**src/rtl/monitor_host.sv**
```systemverilog
// Host-side initiator for the serial monitor protocol: sends a 3-byte header, checks echoes,
// streams load payload, collects dump bytes and reports done/err to a local controller.
module monitor_host #(
    parameter int unsigned TIMEOUT_CYCLES = 12000000,
    parameter int unsigned TO_WIDTH       = 24
) (
    input  logic       clk,
    input  logic       rst_n,
    input  logic       cmd_valid,
    output logic       cmd_ready,
    input  logic [1:0] cmd_op,
    input  logic [15:0] cmd_addr,
    input  logic [5:0] cmd_len,
    input  logic [7:0] wr_data,
    input  logic       wr_valid,
    output logic       wr_ready,
    output logic [7:0] rd_data,
    output logic       rd_valid,
    output logic [7:0] tx_byte,
    output logic       transmit,
    input  logic       is_transmitting,
    input  logic       received,
    input  logic [7:0] rx_byte,
    output logic       busy,
    output logic       done,
    output logic [1:0] err
);
    localparam logic [1:0] OP_ILLEGAL = 2'b00;
    localparam logic [1:0] OP_LOAD    = 2'b01;
    localparam logic [1:0] OP_DUMP    = 2'b10;
    localparam logic [1:0] OP_EXEC    = 2'b11;
    localparam logic [TO_WIDTH-1:0] TO_RELOAD = TO_WIDTH'(TIMEOUT_CYCLES - 1);

    typedef enum logic [3:0] {
        IDLE, HDR_TX, HDR_ECHO, LOAD_GET, LOAD_TX, LOAD_ECHO,
        PAD_TX, PAD_DRAIN, DUMP_RX, EXEC_DRAIN, FINISH
    } state_t;

    state_t              state;
    logic [1:0]          op;
    logic [15:0]         addr;
    logic [5:0]          len;
    logic [5:0]          remaining;
    logic [1:0]          hdr_idx;
    logic [7:0]          data;
    logic [TO_WIDTH-1:0] timer;
    logic [7:0]          hdr_byte;
    logic                tx_free;
    logic                timed_out;

    always_comb begin
        hdr_byte = '0;
        case (hdr_idx)
            2'd0:    hdr_byte = addr[15:8];
            2'd1:    hdr_byte = addr[7:0];
            default: hdr_byte = {op, (op == OP_EXEC) ? 6'd0 : len};
        endcase
    end

    // transmit still high means the UART has not yet had a chance to raise is_transmitting
    assign tx_free   = !is_transmitting && !transmit;
    assign timed_out = (timer == '0);
    assign cmd_ready = (state == IDLE);
    assign busy      = (state != IDLE);
    assign wr_ready  = (state == LOAD_GET) && wr_valid;

    always_ff @(posedge clk or negedge rst_n) begin
        if (!rst_n) begin
            state     <= IDLE;
            op        <= '0;
            addr      <= '0;
            len       <= '0;
            remaining <= '0;
            hdr_idx   <= '0;
            data      <= '0;
            timer     <= '0;
            tx_byte   <= '0;
            transmit  <= 1'b0;
            rd_data   <= '0;
            rd_valid  <= 1'b0;
            done      <= 1'b0;
            err       <= '0;
        end else begin
            transmit <= 1'b0;
            rd_valid <= 1'b0;
            done     <= 1'b0;
            if (!timed_out) timer <= timer - 1'b1;
            case (state)
                IDLE: if (cmd_valid) begin
                    op        <= cmd_op;
                    addr      <= cmd_addr;
                    len       <= cmd_len;
                    remaining <= cmd_len;
                    hdr_idx   <= '0;
                    if (cmd_op == OP_ILLEGAL) begin
                        err <= 2'b11;
                    end else begin
                        err   <= 2'b00;
                        state <= HDR_TX;
                    end
                end
                HDR_TX: if (tx_free) begin
                    tx_byte  <= hdr_byte;
                    transmit <= 1'b1;
                    timer    <= TO_RELOAD;
                    state    <= HDR_ECHO;
                end
                HDR_ECHO: if (received) begin
                    if (rx_byte != tx_byte) begin
                        err   <= 2'b01;
                        state <= IDLE;
                    end else if (hdr_idx != 2'd2) begin
                        hdr_idx <= hdr_idx + 1'b1;
                        state   <= HDR_TX;
                    end else begin
                        case (op)
                            OP_LOAD: state <= (len == '0) ? PAD_TX : LOAD_GET;
                            OP_DUMP: begin
                                if (len == '0) begin
                                    done  <= 1'b1;
                                    state <= FINISH;
                                end else begin
                                    timer <= TO_RELOAD;
                                    state <= DUMP_RX;
                                end
                            end
                            default: state <= EXEC_DRAIN;
                        endcase
                    end
                end else if (timed_out) begin
                    err   <= 2'b10;
                    state <= IDLE;
                end
                LOAD_GET: if (wr_valid) begin
                    data  <= wr_data;
                    state <= LOAD_TX;
                end
                LOAD_TX: if (tx_free) begin
                    tx_byte  <= data;
                    transmit <= 1'b1;
                    timer    <= TO_RELOAD;
                    state    <= LOAD_ECHO;
                end
                LOAD_ECHO: if (received) begin
                    if (rx_byte != tx_byte) begin
                        err   <= 2'b01;
                        state <= IDLE;
                    end else begin
                        remaining <= remaining - 1'b1;
                        if (remaining == 6'd1) begin
                            done  <= 1'b1;
                            state <= FINISH;
                        end else begin
                            state <= LOAD_GET;
                        end
                    end
                end else if (timed_out) begin
                    err   <= 2'b10;
                    state <= IDLE;
                end
                PAD_TX: if (tx_free) begin
                    tx_byte  <= 8'h00;
                    transmit <= 1'b1;
                    state    <= PAD_DRAIN;
                end
                PAD_DRAIN: if (tx_free) begin
                    done  <= 1'b1;
                    state <= FINISH;
                end
                DUMP_RX: if (received) begin
                    rd_data   <= rx_byte;
                    rd_valid  <= 1'b1;
                    remaining <= remaining - 1'b1;
                    timer     <= TO_RELOAD;
                    if (remaining == 6'd1) begin
                        done  <= 1'b1;
                        state <= FINISH;
                    end
                end else if (timed_out) begin
                    err   <= 2'b10;
                    state <= IDLE;
                end
                EXEC_DRAIN: if (!is_transmitting) begin
                    done  <= 1'b1;
                    state <= FINISH;
                end
                FINISH:  state <= IDLE;
                default: state <= IDLE;
            endcase
        end
    end
endmodule

```
**config.mk**
```make
export PLATFORM = sky130hd
export DESIGN_NAME = monitor_host
export DESIGN_NICKNAME = d
export VERILOG_FILES = /design/src/rtl/monitor_host.sv
export SDC_FILE = /design/constraint.sdc
export NUM_CORES = 1
export LEC_CHECK = 0
export ABC_AREA = 1
export CAP_MARGIN = 30
export CELL_PAD_IN_SITES_DETAIL_PLACEMENT = 1
export CELL_PAD_IN_SITES_GLOBAL_PLACEMENT = 1
export CORE_UTILIZATION = 40
export DETAILED_ROUTE_END_ITERATION = 12
export DONT_BUFFER_PORTS = 1
export GPL_TIMING_DRIVEN = 0
export PLACE_DENSITY = 0.71
export SLEW_MARGIN = 20
export SYNTH_ARGS = -nofsm -noshare
export SYNTH_HDL_FRONTEND = slang
export SYNTH_SLANG_ARGS = --single-unit
```
**constraint.sdc**
```tcl
create_clock -name clk -period 1.8 [get_ports clk]
set_input_delay 0.18 -clock clk [delete_from_list [all_inputs] [get_ports clk]]
set_output_delay 0.18 -clock clk [all_outputs]
set_load 0.02 [all_outputs]
```
==> results.yml <==
sta:
  final-hold-violation-count: 89
  hold-worst-slack_ns: -0.4802
  timing.fmax_ghz: 0.5726
  rsz0062_at_grt: "yes"
  timing.max_slew.rel_slack_pct: 76.59
  fin_worst_skew_ns: 0.005340
  postLayoutSetupSlackWorst_ns: 0.05343
  number_of_setup_violations_in_the_final_report: 0
  final_max_tran_viols: 0
  final_critical_period_ns: 1.747
  final_min_period_over_clock_period_pct: 97.03
  tightest_slew_ns: 0.3511
worst_setup_path:
  critPathCaptureType: "flip-flop"
  worst_setup_path_start_kind: "flip-flop"
  critical_path_class: "reg -> reg"
  worstRegToRegCells: 10
  worst_ep_arrival_time_ns: 2.04
  crit_path_max_fanout: 8
  timing.critical_path.required_ns: 2.09
synthesis:
  synthArstFlopShare_pct: 100.0
  synthXorXnorAreaFrac_pct: 3.567
  synth-edff-count: 0
  synthSimpleGateAreaFrac_pct: 29.41
  yosysMostFrequentCell: "nand2_1"
  syn_nets: 705
  synth_largest_type_area_fraction_pct: 43.19
  netlist_top_cells_count: "172 x nand2_1, 89 x dfrtp_1, 80 x nor2_1"
  ys_warn_count: 0
  synth.yosys.seq_area_share_pct: 43.19
  synth_top_flop_cell: "dfrtp_1"
  synth_top_family_by_area: "simple AND/OR/NAND/NOR gates"
  synthesis.instances: 648
  synth.area.mux_share_pct: 5.241
  combined_area_of_all_synthesized_cells_um2: 5156
  post-synth-top-area-cell: "dfrtp_1"
  synth_area_leaders: "dfrtp_1 43%, nand2_1 13%, nor2_1 5.8%"
  syn_avg_cell_area_um2: 7.957
  yosys.area_share.adder_pct: 2.669
  netlist-cell-type-count: 43
  synth-compound-area-share_pct: 8.614
  synth.ff_latch_count: 89
placement:
  dp_hpwl_mm: 10.69
  detailedPlace.worstSlack_ns: -0.2763
  buffer_ports.inserted: 0
  gpl.final_weighted_congestion: 0.8269
floorplan:
  dieWidth_um: 115.5
  num_io_pins: 70
  core_region_area_um2: 12570
  initial_utilization_pct: 41.03
  die_h_um: 115.5
  floorplan.die_area_um2: 13350
  placement_rows: 41
cts:
  clk_pin_slew_ns: 0.07
  numClockSinks: 89
  cts_tree: "done"
  cts_hold_buf: 35
  clock_latency_at_the_later_pin_of_the_worst_skew_pair_ns: 0.35
  clock-root-buffer: "clkbuf_16"
  clock_tree.buffer_depth: 2
  cts_htree_levels: 3
  cts_made_buffers: 9
outcome:
  violations_in_the_final_reports: "hold timing"
  run_status: "complete, but fails checks"
routing:
  drt_first_iter_violations: 164
  drcViolationCount: 0
  drt_first_pass_iters: 4
  detail_route.wl_per_cell_um: 17.27
  route.detailed.vias_per_inst: 5.187
  remaining_antenna_violation_count: 0
  routed_wl_mm: 15.34
  num_vias: 4606
layout:
  drive_above_1_share_pct: 25.00
  multi_input_comb_area_um2: 2775
  antenna_cells: 0
  flow.area_growth_from_synthesis_pct: 25.02
  num-fill-cells: 1527
  final_nets: 768
  regArea_um2: 2241
grt:
  grt_start_max_net_pins: 90
  groute.usage.overall_pct: 24.12
  number_of_global_route_vias_before_repair: 4870
  grt_pass1_wl_mm: 24.36
  grt.overflow.total: 0
  grt_antenna_before_repair: 0
power_and_ir_drop:
  power-per-cell-area_nw_per_um2: 1584
  power.static_leakage_uw: 0.002900
  vdd_drop_max_mv: 0.7512
min_path:
  type_of_the_most_critical_hold_path: "in -> async"
run:
  maxCapViolations: 0
cells in the final DEF (no fill, tap or decap), drive strengths merged:
master / instances
a31oi: 5
o21a: 1
nor2: 88
buf: 28
xnor2: 9
nand2: 180
clkinv: 3
a21oi: 9
dlygate4sd3: 35
dfrtp: 89
nor3: 5
ha: 11
nand4: 12
clkinvlp: 3
inv: 75
o22ai: 1
nor4: 1
nand3: 51
or2: 7
a31o: 1
o31ai: 1
mux2: 24
o2111ai: 2
o21bai: 1
clkbuf: 13
o21ai: 46
xor2: 12
o211ai: 3
worst max-delay path, cell delays in order (launching register included):
cell and delay [ns]:
dfrtp_2 0.48, xnor2_1 0.16, nand2_1 0.08, nor2_2 0.16, nand2_4 0.11, nor2_4 0.16, nand4_4 0.13, nand2_4 0.13
inv_8 0.06, clkbuf_16 0.16, nand3_1 0.06
report_power, final:
part / leakage, uW / switching, uW / internal, uW
Clock: 0.000135 / 831 / 976
Combinational: 0.00172 / 2830 / 1930
Sequential: 0.00104 / 863 / 2780
state kept, by name (all words and copies together), names as in the netlist:
name	count
timer	24
addr	16
data	8
rd_data	8
tx_byte	8
len	6
remaining	6
state	4
err	2
hdr_idx	2
op	2
done	1
rd_valid	1
transmit	1
final cells by class:
cell class              instances  share of cell area [%]
repair buffers                 54                   8.191
well taps                     172                   3.339
multi-input cells             470                   43.05
plain buffers                  12                   1.592
flip-flops and latches         89                   34.76
clock buffers                  10                   3.707
inverters                      75                   4.697
clock inverters                 6                  0.6599
through the flow:
stage	total power (uW)	util, %	cells	TNS, ns	area, um2
2_1_floorplan	6474	-	648	0	5156
3_3_place_gp	7446	42.74	820	-6.827	5371
3_5_place_dp	7619	42.74	820	-9.028	5371
4_1_cts	9687	48.81	877	0	6135
5_1_grt	10940	51.29	888	-0.5228	6446
6_report	10210	51.29	888	0	6446
cell families after synthesis:
logic type	Yosys count
compound gates	70
mux	24
xor+xnor	21
flops	89
simple gates	344
buf+inv	89
fa+ha+maj	11
path summary, 6_finish.rpt:
| kind | from | end | slack (ns) |
|---|---|---|---|
| worst max-delay path | tx_byte[7]$_DFFE_PN0P_ | timer[3]$_DFF_PN0_ | 0.05 |
| worst min-delay path | rst_n | timer[10]$_DFF_PN0_ | -0.48 |
| worst max register to register | tx_byte[7]$_DFFE_PN0P_ | timer[3]$_DFF_PN0_ | 0.05 |
| worst min register to register | addr[0]$_DFFE_PN0P_ | addr[0]$_DFFE_PN0P_ | 0.51 |
| max in group asynchronous | rst_n | tx_byte[6]$_DFFE_PN0P_ | 2.13 |
| min in group clk | rx_byte[5] | rd_data[5]$_DFFE_PN0P_ | 0.03 |
metal layers:
layer	vias to the layer above	routed length (um)	track usage [%]
met5	-	0	0
met4	0	366	8.571
met3	24	356	3.295
met2	61	8165	44.31
met1	2304	6452	28.65
li1	2217	-	-
repair_timing:
item / in CTS / in global routing
endpoints found under the setup margin: 76 / 61
hold endpoints to repair: 124 / 89
gates cloned: 0 / 2
setup buffers: 8 / 9
pin swaps: 4 / 18
resized for setup: 28 / 63
Note: power is estimated with default switching activity, not from simulation.
